$ cat src/rtl/scan_chain_target_pkg.sv
// Shared definitions for the scan chain target: FSM states and default sizing.
package scan_chain_target_pkg;

    localparam int unsigned DefaultChainLen    = 100;
    localparam int unsigned DefaultSyncStages  = 2;
    localparam int unsigned DefaultIdleTimeout = 4096;

    typedef enum logic [1:0] {
        StIdle,
        StShift,
        StUpdate
    } sc_state_e;

endpackage

$ cat src/rtl/scan_chain_target_sc_edge_sync.sv
// Synchronises the master's scan clock and data into the clki domain and
// reports single-cycle rise/fall strobes of the synchronised scan clock.
module scan_chain_target_sc_edge_sync
    import scan_chain_target_pkg::*;
#(
    parameter int unsigned SYNC_STAGES = DefaultSyncStages  // must be >= 2
) (
    input  logic clki,
    input  logic sc_clk_in,
    input  logic sc_data_in,
    output logic rise,
    output logic fall,
    output logic data_sync
);

    logic [SYNC_STAGES-1:0] clk_sync_q;
    logic [SYNC_STAGES-1:0] data_sync_q;
    logic                   clk_hist_q;

    // Plain synchronisers with no reset: they only track the pins, so a reset
    // release can never manufacture an edge that the master did not produce.
    always_ff @(posedge clki) begin
        clk_sync_q  <= {clk_sync_q[SYNC_STAGES-2:0], sc_clk_in};
        data_sync_q <= {data_sync_q[SYNC_STAGES-2:0], sc_data_in};
        clk_hist_q  <= clk_sync_q[SYNC_STAGES-1];
    end

    assign rise      = clk_sync_q[SYNC_STAGES-1] & ~clk_hist_q;
    assign fall      = ~clk_sync_q[SYNC_STAGES-1] & clk_hist_q;
    // Same stage depth as the clock path, so data is stable when rise fires.
    assign data_sync = data_sync_q[SYNC_STAGES-1];

endmodule

$ cat src/rtl/scan_chain_target.sv
// FPGA-side responder for the scan chain master: shifts CHAIN_LEN bits in,
// streams the capture word back MSB first, and latches the config word at
// the end of each well-formed frame.
module scan_chain_target
    import scan_chain_target_pkg::*;
#(
    parameter int unsigned CHAIN_LEN    = DefaultChainLen,
    parameter int unsigned SYNC_STAGES  = DefaultSyncStages,
    parameter int unsigned IDLE_TIMEOUT = DefaultIdleTimeout
) (
    input  logic                             clki,
    input  logic                             reset_n,
    input  logic                             sc_clk_in,
    input  logic                             sc_data_in,
    input  logic [CHAIN_LEN-1:0]             capture_in,
    output logic                             s_chipout,
    output logic [CHAIN_LEN-1:0]             cfg_q,
    output logic                             frame_done,
    output logic                             frame_ok,
    output logic [$clog2(CHAIN_LEN+1)-1:0]   bit_count,
    output logic                             overflow
);

    localparam int unsigned CntW = $clog2(CHAIN_LEN + 1);
    localparam int unsigned TmrW = $clog2(IDLE_TIMEOUT);
    localparam logic [CntW-1:0] CntFull = CntW'(CHAIN_LEN);
    localparam logic [TmrW-1:0] TmrLast = TmrW'(IDLE_TIMEOUT - 1);

    logic rise;
    logic fall;
    logic data_sync;

    sc_state_e              state_q, state_d;
    logic [CHAIN_LEN-1:0]   shreg_q, shreg_d;
    logic [CHAIN_LEN-1:0]   cfg_d;
    logic                   chipout_q, chipout_d;
    logic                   frame_done_q, frame_done_d;
    logic                   frame_ok_q, frame_ok_d;
    logic [CntW-1:0]        bit_count_q, bit_count_d;
    logic                   overflow_q, overflow_d;
    logic [TmrW-1:0]        timer_q, timer_d;

    scan_chain_target_sc_edge_sync #(
        .SYNC_STAGES(SYNC_STAGES)
    ) u_edge_sync (
        .clki      (clki),
        .sc_clk_in (sc_clk_in),
        .sc_data_in(sc_data_in),
        .rise      (rise),
        .fall      (fall),
        .data_sync (data_sync)
    );

    // Frame FSM plus next-state for shift register, counters and outputs.
    always_comb begin
        state_d      = state_q;
        shreg_d      = shreg_q;
        cfg_d        = cfg_q;
        chipout_d    = chipout_q;
        frame_done_d = 1'b0;
        frame_ok_d   = frame_ok_q;
        bit_count_d  = bit_count_q;
        overflow_d   = overflow_q;
        timer_d      = timer_q;

        unique case (state_q)
            StIdle: begin
                // Keep the capture word parked so the first bit is ready
                // before the master's first rising edge.
                shreg_d   = capture_in;
                chipout_d = capture_in[CHAIN_LEN-1];
                if (rise) begin
                    shreg_d     = {shreg_q[CHAIN_LEN-2:0], data_sync};
                    bit_count_d = CntW'(1);
                    overflow_d  = 1'b0;
                    timer_d     = '0;
                    state_d     = StShift;
                end
            end

            StShift: begin
                if (rise) begin
                    shreg_d = {shreg_q[CHAIN_LEN-2:0], data_sync};
                    if (bit_count_q == CntFull) begin
                        overflow_d = 1'b1;
                    end else begin
                        bit_count_d = bit_count_q + 1'b1;
                    end
                end
                if (fall) begin
                    chipout_d = shreg_q[CHAIN_LEN-1];
                end
                if (rise || fall) begin
                    timer_d = '0;
                end else if (timer_q == TmrLast) begin
                    state_d = StUpdate;
                end else begin
                    timer_d = timer_q + 1'b1;
                end
            end

            StUpdate: begin
                // Rises landing here are dropped; the next frame comes up short.
                frame_done_d = 1'b1;
                if ((bit_count_q == CntFull) && !overflow_q) begin
                    cfg_d      = shreg_q;
                    frame_ok_d = 1'b1;
                end else begin
                    frame_ok_d = 1'b0;
                end
                state_d = StIdle;
            end

            default: begin
                state_d = StIdle;
            end
        endcase
    end

    // State registers with synchronous active-low reset.
    always_ff @(posedge clki) begin
        if (!reset_n) begin
            state_q      <= StIdle;
            shreg_q      <= '0;
            cfg_q        <= '0;
            chipout_q    <= 1'b0;
            frame_done_q <= 1'b0;
            frame_ok_q   <= 1'b0;
            bit_count_q  <= '0;
            overflow_q   <= 1'b0;
            timer_q      <= '0;
        end else begin
            state_q      <= state_d;
            shreg_q      <= shreg_d;
            cfg_q        <= cfg_d;
            chipout_q    <= chipout_d;
            frame_done_q <= frame_done_d;
            frame_ok_q   <= frame_ok_d;
            bit_count_q  <= bit_count_d;
            overflow_q   <= overflow_d;
            timer_q      <= timer_d;
        end
    end

    assign s_chipout  = chipout_q;
    assign frame_done = frame_done_q;
    assign frame_ok   = frame_ok_q;
    assign bit_count  = bit_count_q;
    assign overflow   = overflow_q;

endmodule

$ cat config.mk
export PLATFORM = sky130hd
export DESIGN_NAME = scan_chain_target
export DESIGN_NICKNAME = d
export VERILOG_FILES = /design/src/rtl/scan_chain_target_pkg.sv /design/src/rtl/scan_chain_target_sc_edge_sync.sv /design/src/rtl/scan_chain_target.sv
export SDC_FILE = /design/constraint.sdc
export NUM_CORES = 1
export LEC_CHECK = 0
export BUFFER_PORTS_ARGS = -buffer_cell sky130_fd_sc_hd__buf_2
export CAP_MARGIN = 5
export CORE_MARGIN = 1.5
export CORE_UTILIZATION = 35
export CTS_CLUSTER_SIZE = 25
export DETAILED_ROUTE_END_ITERATION = 10
export SYNTH_ARGS = -nofsm -noshare
export SYNTH_HDL_FRONTEND = slang
export SYNTH_HIERARCHICAL = 1
export SYNTH_SLANG_ARGS = --single-unit
export TNS_END_PERCENT = 50
$ cat constraint.sdc
create_clock -name clki -period 2.2 [get_ports clki]
set_input_delay 0.44 -clock clki [delete_from_list [all_inputs] [get_ports clki]]
set_output_delay 0.44 -clock clki [all_outputs]
set_load 0.005 [all_outputs]
==> impl_metrics.ini, run 1 <==
[run_status]
status = finished clean

[setup_path]
critPathCaptureType = flop
crit_type = reg2reg
r2r_slack_ns = 0.19
cp-start-kind = flop
rr_worst_depth = 5
crit_path_start = u_edge_sync/clk_sync_q[1]
worstPathRequired_ns = 2.65
r2r_start = u_edge_sync/clk_sync_q[1]
arrival_ns = 2.46
critPathMaxFanout = 11
reg2reg_to = timer_q[11]

[global_route]
grt_overflow = 0
grt.total_usage = 0.168
grt_pass1_wl_um = 37100
grt_pass1_vias = 7170
grt_max_degree = 68
antenna_found_initial = 3

[synth]
synth_top_area_frac = 0.503
yosysMostFrequentCell = dfxtp_1
synth_area_leaders = dfxtp_1 (50%), mux2i_1 (11%), nand2_1 (8.5%), a211oi_1 (8.2%), a21oi_1 (6.3%)
ys_seq_elements = 230
synth_area_per_cell_um2 = 8.81
yosysSeqAreaShare = 0.503
async_flop_share = 0
syn-cell-area_um2 = 9160
synth_edf_count = 0
synth_ff_type = dfxtp_1
syn-num-nets = 1147
synthTopCellsByCount = dfxtp_1 (230), nand2_1 (208), a21oi_1 (116)
synth_top_area_cell = dfxtp_1
ys_types = 45
synthCells = 1040
yosysWarnings = 6

[final_layout]
synthToLayoutAreaGrowth_pct = 26.4
num-fill-cells = 2570
stdcell_area_um2 = 11600
instances_no_fill = 1578
fin_nets = 1330
multi_input_area_um2 = 4180
register_area_um2 = 4600
drive_gt1_frac = 0.239

[timing]
hold_violations = 0
tightest_slew_ns = 0.527
max_freq_mhz = 497
min_period_ns = 2.01
rsz0062_at_grt = no
clock_skew_ns = 0.00767
final-setup-viol-count = 0
finalSetupTns_ns = 0
fin_crit_sh = 0.914
timing.slew.headroom = 0.644
slew_violations = 0

[min_path]
whs_endpoint = u_edge_sync/clk_sync_q[0]
min_delay_path_depth = 1
hold_path.class = in2reg
hp-start = sc_clk_in

[floorplan]
start_util = 0.355
rows = 59
pin_count = 215
fp.dieH_um = 165
fp.dieW_um = 165
core-area_um2 = 25800
dieArea_um2 = 27200

[pwr]
vdd_drop_max_uv = 555
power_density_nw_per_um2 = 825
p_leak_nw = 5.04

[detailed_routing]
drt_first_iter_violations = 427
drc = 0
wl_per_cell_um = 14.8
drtPass1Iterations = 4
vias_per_cell = 4.96
wl_um = 23400
drtAntennaViolNets = 0
routed-via-count = 7821

[cts]
clockBufferDepth = 3
cts_tree = built
cts_setup_buffers = 0
cts_buffers = 26
clock_sinks = 230
htreeDepth = 1
clk_pin_slew_worst_paths_ns = 0.06
root_buffer = clkbuf_16
worstSkewPairLatency_ns = 0.52

[placed_design]
dpl.hpwl_um = 15400
placed_area_um2 = 10700
io_buffers = 214
gp_congestion = 0.811
placedCellCount = 1529

[flow_run]
drv_cap = 0
==> worst max path at each step <==
stage,endpoint,slack (ns),cells after the start
after global routing,shreg_q[93],0.08,6
after floorplan,timer_q[3],0.35,7
after detailed placement,shreg_q[46],0.13,7
final,timer_q[11],0.19,5
after CTS,shreg_q[46],0.12,7
after global placement,timer_q[11],0.21,5
==> where the power goes <==
group          leakage (nW)  switching (W)  total [W]  internal, W
clock                 0.405        0.00172    0.00421      0.00249
combinational          2.75       0.000429   0.000834     0.000404
sequential             1.88       0.000143    0.00450      0.00436
total                  5.04        0.00230    0.00955      0.00725
==> layout by cell type, fill, tap and decap left out, drive strengths merged, types with 6 or more instances in the layout <==
cell type	synthesis	final
a211oi	100	100
a21oi	116	116
a41oi	6	6
buf	27	242
clkbuf	61	35
dfxtp	230	230
inv	8	9
mux2i	102	102
nand2	208	208
nand3	9	9
nor2	110	110
o21ai	13	13
==> per-stage QoR <==
| step | setup slack, ns | total power, W | hold WS, ns | utilization |
|---|---|---|---|---|
| after floorplan | 0.354 | 0.00511 | 0.310 | - |
| after global placement | 0.205 | 0.00542 | 0.311 | 0.415 |
| after detailed placement | 0.129 | 0.00543 | 0.312 | 0.415 |
| after CTS | 0.116 | 0.00969 | 0.0229 | 0.448 |
| after global routing | 0.0845 | 0.00997 | 0.0238 | 0.448 |
| final | 0.190 | 0.00955 | 0.0457 | 0.448 |
==> area by class of cell <==
type                    instances  area share
inverters                       8     0.00302
clock buffers                  35      0.0644
well taps                     335      0.0362
clock inverters                10     0.00778
flip-flops and latches        230       0.397
multi-input cells             714       0.361
repair buffers                243       0.130
diodes                          3    0.000648
==> registers in the layout (all words and copies together) (netlist names) <==
name / flops
cfg_q: 100
shreg_q: 100
timer_q: 12
bit_count: 7
state_q: 2
u_edge_sync/clk_sync_q: 2
u_edge_sync/data_sync_q: 2
frame_done: 1
frame_ok: 1
overflow: 1
s_chipout: 1
u_edge_sync/clk_hist_q: 1
==> what timing repair did <==
item,in CTS,in global routing
setup endpoints to repair,0,94
hold endpoints to repair,1,0
hold buffers,1,0
gates resized for setup,0,1
==> per-layer routing <==
| layer | vias up | track usage | share of wire |
|---|---|---|---|
| met3 | 32 | 0.0377 | 0.061 |
| met1 | 3620 | 0.233 | 0.48 |
| met5 | - | 0 | 0 |
| li1 | 3993 | - | - |
| met4 | 0 | 0.0422 | 0.018 |
| met2 | 176 | 0.262 | 0.45 |
==> cells by family (layout without fill, tap and decap cells) <==
kind of cell,count (synthesis),in the layout,synth area share
AND/OR/NAND/NOR,357,357,0.160
AO/OA/AOI/OAI,250,250,0.175
flip-flops,230,230,0.503
multiplexers,102,102,0.111
buffers and inverters,96,296,0.0444
adder cells (fa/ha/maj),3,3,0.00410
XOR/XNOR,2,2,0.00191
other,0,3,0
==> critical path: stages, from the launching register on <==
cell     delay, ns
dfxtp_1       0.34
and2b_2       0.25
or4b_4        0.57
a41o_1        0.23
or4_1         0.46
o21ai_1       0.08
(Power assumes the default switching activity.)
==> run 2: changes to the inputs <==
RECOVER_POWER = 50   (was unset)
==> run 2 against run 1 <==
- non-clock buffer count unchanged
- final cell count unchanged
- design area down 0.92%
- power about the same
- critical endpoint unchanged
- flip-flop and latch count unchanged
- maximum frequency down 0.34%
- die area unchanged
- clock-buffer cell count unchanged
- clock skew down 0.00083 ns
- global-route usage unchanged
- largest power group unchanged
==> impl_metrics.ini, run 2 (synthesis results as in run 1) <==
[detailed_routing]
drc = 0
wl_per_cell_um = 14.8
drtPass1Iterations = 4
wl_um = 23400
drt_first_iter_violations = 392
vias_per_cell = 4.95
drtAntennaViolNets = 0
routed-via-count = 7817

[final_layout]
mostFrequentLayoutCells = dfxtp_1 (230), nand2_1 (208), buf_2 (135)
stdcell_area_um2 = 11500
fin_nets = 1330
synthToLayoutAreaGrowth_pct = 25.3
layout_commonest_cell = dfxtp_1
drive_gt1_frac = 0.173
reg_top3 = cfg_q x100, shreg_q x100, timer_q x12
instances_no_fill = 1578
final_util = 0.444

[pwr]
pwr-share-seq = 0.472
p_leak_nw = 4.68
clock_power_share = 0.441
internal-power_w = 0.00725
switchingPower_w = 0.00230
power_switching_share = 0.240
vdd_drop_max_uv = 555
pwr-share-comb = 0.087
power_density_nw_per_um2 = 832

[global_route]
grt_pass1_wl_um = 37100
grt_overflow = 0
antenna_found_initial = 3
top_usage_layer = met2
grtUsageMet1 = 0.233
grt_util_met3 = 0.0377
grt_pass1_vias = 7170
use_met2 = 0.262
grt_max_degree = 68
grt.total_usage = 0.168

[min_path]
hold_path.class = in2reg
hp-start = sc_clk_in

[floorplan]
fp.dieW_um = 165
rows = 59
dieArea_um2 = 27200
pin_count = 215
start_util = 0.355
fp.dieH_um = 165
core-area_um2 = 25800

[placed_design]
placedCellCount = 1529
placed_area_um2 = 10700
dpl.hpwl_um = 15400
gp_congestion = 0.811
io_buffers = 214

[setup_path]
critPathCaptureType = flop
r2r_start = u_edge_sync/clk_sync_q[1]
critPathMaxFanout = 11
cp-start-kind = flop
crit_path_start = u_edge_sync/clk_sync_q[1]
worstPathRequired_ns = 2.65
crit_type = reg2reg
arrival_ns = 2.47

[flow_run]
drv_cap = 0

[timing]
slew_violations = 0
rsz0062_at_grt = no
tightest_slew_ns = 0.518
hold_violations = 0
clock_skew_ns = 0.00683
min_period_ns = 2.02
final-setup-viol-count = 0
max_freq_mhz = 496
finalSetupTns_ns = 0
timing.slew.headroom = 0.650
fin_crit_sh = 0.917

[cts]
cts_tree = built
cts_setup_buffers = 0
root_buffer = clkbuf_16
clockBufferDepth = 3
htreeDepth = 1
worstSkewPairLatency_ns = 0.52
clk_pin_slew_worst_paths_ns = 0.06
cts_buffers = 26
clock_sinks = 230

[run_status]
status = finished clean
run 2: cell types whose count changed in the layout (fill, tap and decap cells not counted):
cell,change
buf_2,-79
buf_1,+1
and4bb_1,+1
clkbuf_1,+80
and4bb_2,-1
buf_4,-2
run 2: layout make-up:
| class | count | area (um2) |
|---|---|---|
| diodes | 3 | 7.51 |
| clock buffers | 35 | 746 |
| clock inverters | 10 | 90.1 |
| fillers | 2616 | 14400 |
| inverters | 8 | 35.0 |
| multi-input cells | 714 | 4180 |
| flip-flops and latches | 230 | 4600 |
| well taps | 335 | 419 |
| repair buffers | 243 | 1400 |
run 2: worst paths after layout:
kind,end,slack [ns],cells past startpoint
setup / recovery,timer_q[11],0.18,5
hold reg to reg,u_edge_sync/data_sync_q[1],0.33,0
setup reg to reg,timer_q[11],0.18,5
hold / removal,u_edge_sync/clk_sync_q[0],0.05,1
run 2: timing repair:
item / CTS / global route
resized for setup: 0 / 1
hold endpoints to repair: 1 / 0
hold buffers: 1 / 0
endpoints found under the setup margin: 0 / 94
run 2: metrics by stage:
step	hold slack, ns	setup slack, ns	power (W)
floorplan	0.310	0.354	0.00511
global placement	0.311	0.205	0.00542
detailed placement	0.312	0.129	0.00543
CTS	0.0229	0.116	0.00969
global route	0.0238	0.0845	0.00997
finish	0.0464	0.183	0.00955
run 2: power by group through the flow:
stage / logic, W / registers (W) / clock network [W]
global route: 0.000921 / 0.00453 / 0.00452
finish: 0.000830 / 0.00450 / 0.00421
detailed placement: 0.000837 / 0.00459 / 0
floorplan: 0.000561 / 0.00455 / 0
global placement: 0.000825 / 0.00459 / 0
CTS: 0.000842 / 0.00450 / 0.00435
run 2: routing by layer:
metal | vias to the layer above | share of wire
met5 | - | 0
met4 | 0 | 0.018
met1 | 3621 | 0.47
li1 | 3988 | -
met3 | 32 | 0.062
met2 | 176 | 0.45
run 2: critical path, stage by stage (launching register included):
cell     delay, ns
dfxtp_1       0.34
and2b_2       0.25
or4b_4        0.57
a41o_1        0.23
or4_1         0.46
o21ai_1       0.08
==> run 3: changes to the inputs <==
--- a/config.mk
+++ b/config.mk
@@ -7,3 +7,2 @@
 export LEC_CHECK = 0
-export BUFFER_PORTS_ARGS = -buffer_cell sky130_fd_sc_hd__buf_2
 export CAP_MARGIN = 5
@@ -13,2 +12,3 @@
 export DETAILED_ROUTE_END_ITERATION = 10
+export DONT_BUFFER_PORTS = 1
 export RECOVER_POWER = 50
==> constraint.sdc (replaced) <==
create_clock -name clki -period 2.2 [get_ports clki]
set_input_delay 0.33 -clock clki [delete_from_list [all_inputs] [get_ports clki]]
set_output_delay 0.33 -clock clki [all_outputs]
set_load 0.005 [all_outputs]
==> run 3 against run 2 <==
- sequential power about the same
- worst hold slack better by 0.0034 ns
- via count down 10%
- register-to-register slack about the same
- design area down 9.6%
- critical path type unchanged
- critical endpoint unchanged
==> impl_metrics.ini, run 3 (synthesis results as in run 1) <==
[run_status]
status = finished clean

[setup_path]
cp-start-kind = flop
critPathCaptureType = flop
r2r_slack_ns = 0.19
crit_type = reg2reg
critPathMaxFanout = 11
worstPathRequired_ns = 2.65
arrival_ns = 2.47

[detailed_routing]
routed-via-count = 7014
drc = 0
drt_first_iter_violations = 478
drtPass1Iterations = 5
wl_um = 22300
wl_per_cell_um = 16.4
drtAntennaViolNets = 0
vias_per_cell = 5.17

[cts]
worstSkewPairLatency_ns = 0.52
clk_pin_slew_worst_paths_ns = 0.06
root_buffer = clkbuf_16
clockBufferDepth = 3
htreeDepth = 1
cts_buffers = 25
cts_setup_buffers = 0
cts_tree = built
clock_sinks = 230

[timing]
timing.slew.headroom = 0.570
rsz0062_at_grt = no
fin_crit_sh = 0.916
final-setup-viol-count = 0
finalSetupTns_ns = 0
tightest_slew_ns = 0.644
max_freq_mhz = 496
slew_violations = 0
clock_skew_ns = 0.0185
min_period_ns = 2.01
hold_violations = 0

[flow_run]
drv_cap = 0

[final_layout]
reg_top3 = cfg_q x100, shreg_q x100, timer_q x12
layout_commonest_cell = dfxtp_1
drive_gt1_frac = 0.0715
fin_nets = 1111
synthToLayoutAreaGrowth_pct = 13.2
mostFrequentLayoutCells = dfxtp_1 (230), nand2_1 (208), a21oi_1 (114)

[floorplan]
core-area_um2 = 25800
fp.dieH_um = 165
fp.dieW_um = 165
start_util = 0.355
pin_count = 215
dieArea_um2 = 27200
rows = 59

[min_path]
hold_path.class = in2reg

[global_route]
grt_pass1_vias = 6444
grt_max_degree = 83
grt_pass1_wl_um = 34500
antenna_found_initial = 2
grt.total_usage = 0.156
grt_overflow = 0

[pwr]
vdd_drop_max_uv = 681
power_density_nw_per_um2 = 888
p_leak_nw = 3.95
power_w = 0.00921

[placed_design]
gp_congestion = 0.778
io_buffers = 0
dpl.hpwl_um = 14800
-- run 3: cell types whose count changed in the layout (fill, tap and decap cells not counted), sizes merged --
cell	before	now
bufinv	1	0
buf	162	21
diode	3	1
clkinv	5	4
dlygate4sd3	1	3
clkinvlp	3	1
clkbuf	115	39
-- run 3: cell type report --
| cell class | instances | area [um2] |
|---|---|---|
| clock buffers | 38 | 754 |
| well taps | 335 | 419 |
| fillers | 2619 | 15500 |
| flip-flops and latches | 230 | 4600 |
| inverters | 8 | 35.0 |
| multi-input cells | 714 | 4180 |
| clock inverters | 6 | 36.3 |
| diodes | 1 | 2.50 |
| repair buffers | 25 | 345 |
-- run 3: final timing paths --
check	startpoint	end	depth (start not counted)
max	u_edge_sync/clk_sync_q[1]	timer_q[11]	5
min	capture_in[99]	s_chipout	2
max reg2reg	u_edge_sync/clk_sync_q[1]	timer_q[11]	5
min reg2reg	u_edge_sync/clk_sync_q[0]	u_edge_sync/clk_sync_q[1]	0
-- run 3: per-stage QoR --
| stage | std cells | utilization | setup slack (ns) | hold WS (ns) | cell area (um2) |
|---|---|---|---|---|---|
| final | 1357 | 0.402 | 0.185 | 0.0498 | 10400 |
| after global placement | 1309 | 0.370 | 0.188 | 0.310 | 9560 |
| after floorplan | 1040 | - | 0.354 | 0.310 | 9160 |
| after global routing | 1356 | 0.401 | 0.0616 | 0.0346 | 10400 |
| after CTS | 1356 | 0.402 | 0.0809 | 0.0261 | 10400 |
| after detailed placement | 1309 | 0.370 | 0.0792 | 0.315 | 9560 |
-- run 3: per-layer routing --
layer | global-route usage | wire, um
met5 | 0 | 9
met4 | 0.0438 | 493
met3 | 0.0532 | 1970
met2 | 0.240 | 9930
met1 | 0.207 | 9910
-- run 3: worst max-delay path, stage by stage, from the launching register on --
cell and delay [ns]:
dfxtp_1 0.33, and2b_2 0.26, or4b_4 0.58, a41o_1 0.23, or4_1 0.46, o21ai_1 0.08
-- run 3: power by group --
group | switching, W | internal, W | leakage (nW)
logic | 0.000380 | 0.000317 | 1.68
clock network | 0.00165 | 0.00235 | 0.392
registers | 0.000149 | 0.00436 | 1.88
total | 0.00218 | 0.00703 | 3.95
-- run 3: what timing repair did --
| action | 4_1_cts | 5_1_grt |
|---|---|---|
| gates resized for setup | 0 | 2 |
| endpoints found under the hold margin | 9 | 0 |
| hold buffers | 3 | 0 |
| setup endpoints to repair | 0 | 48 |
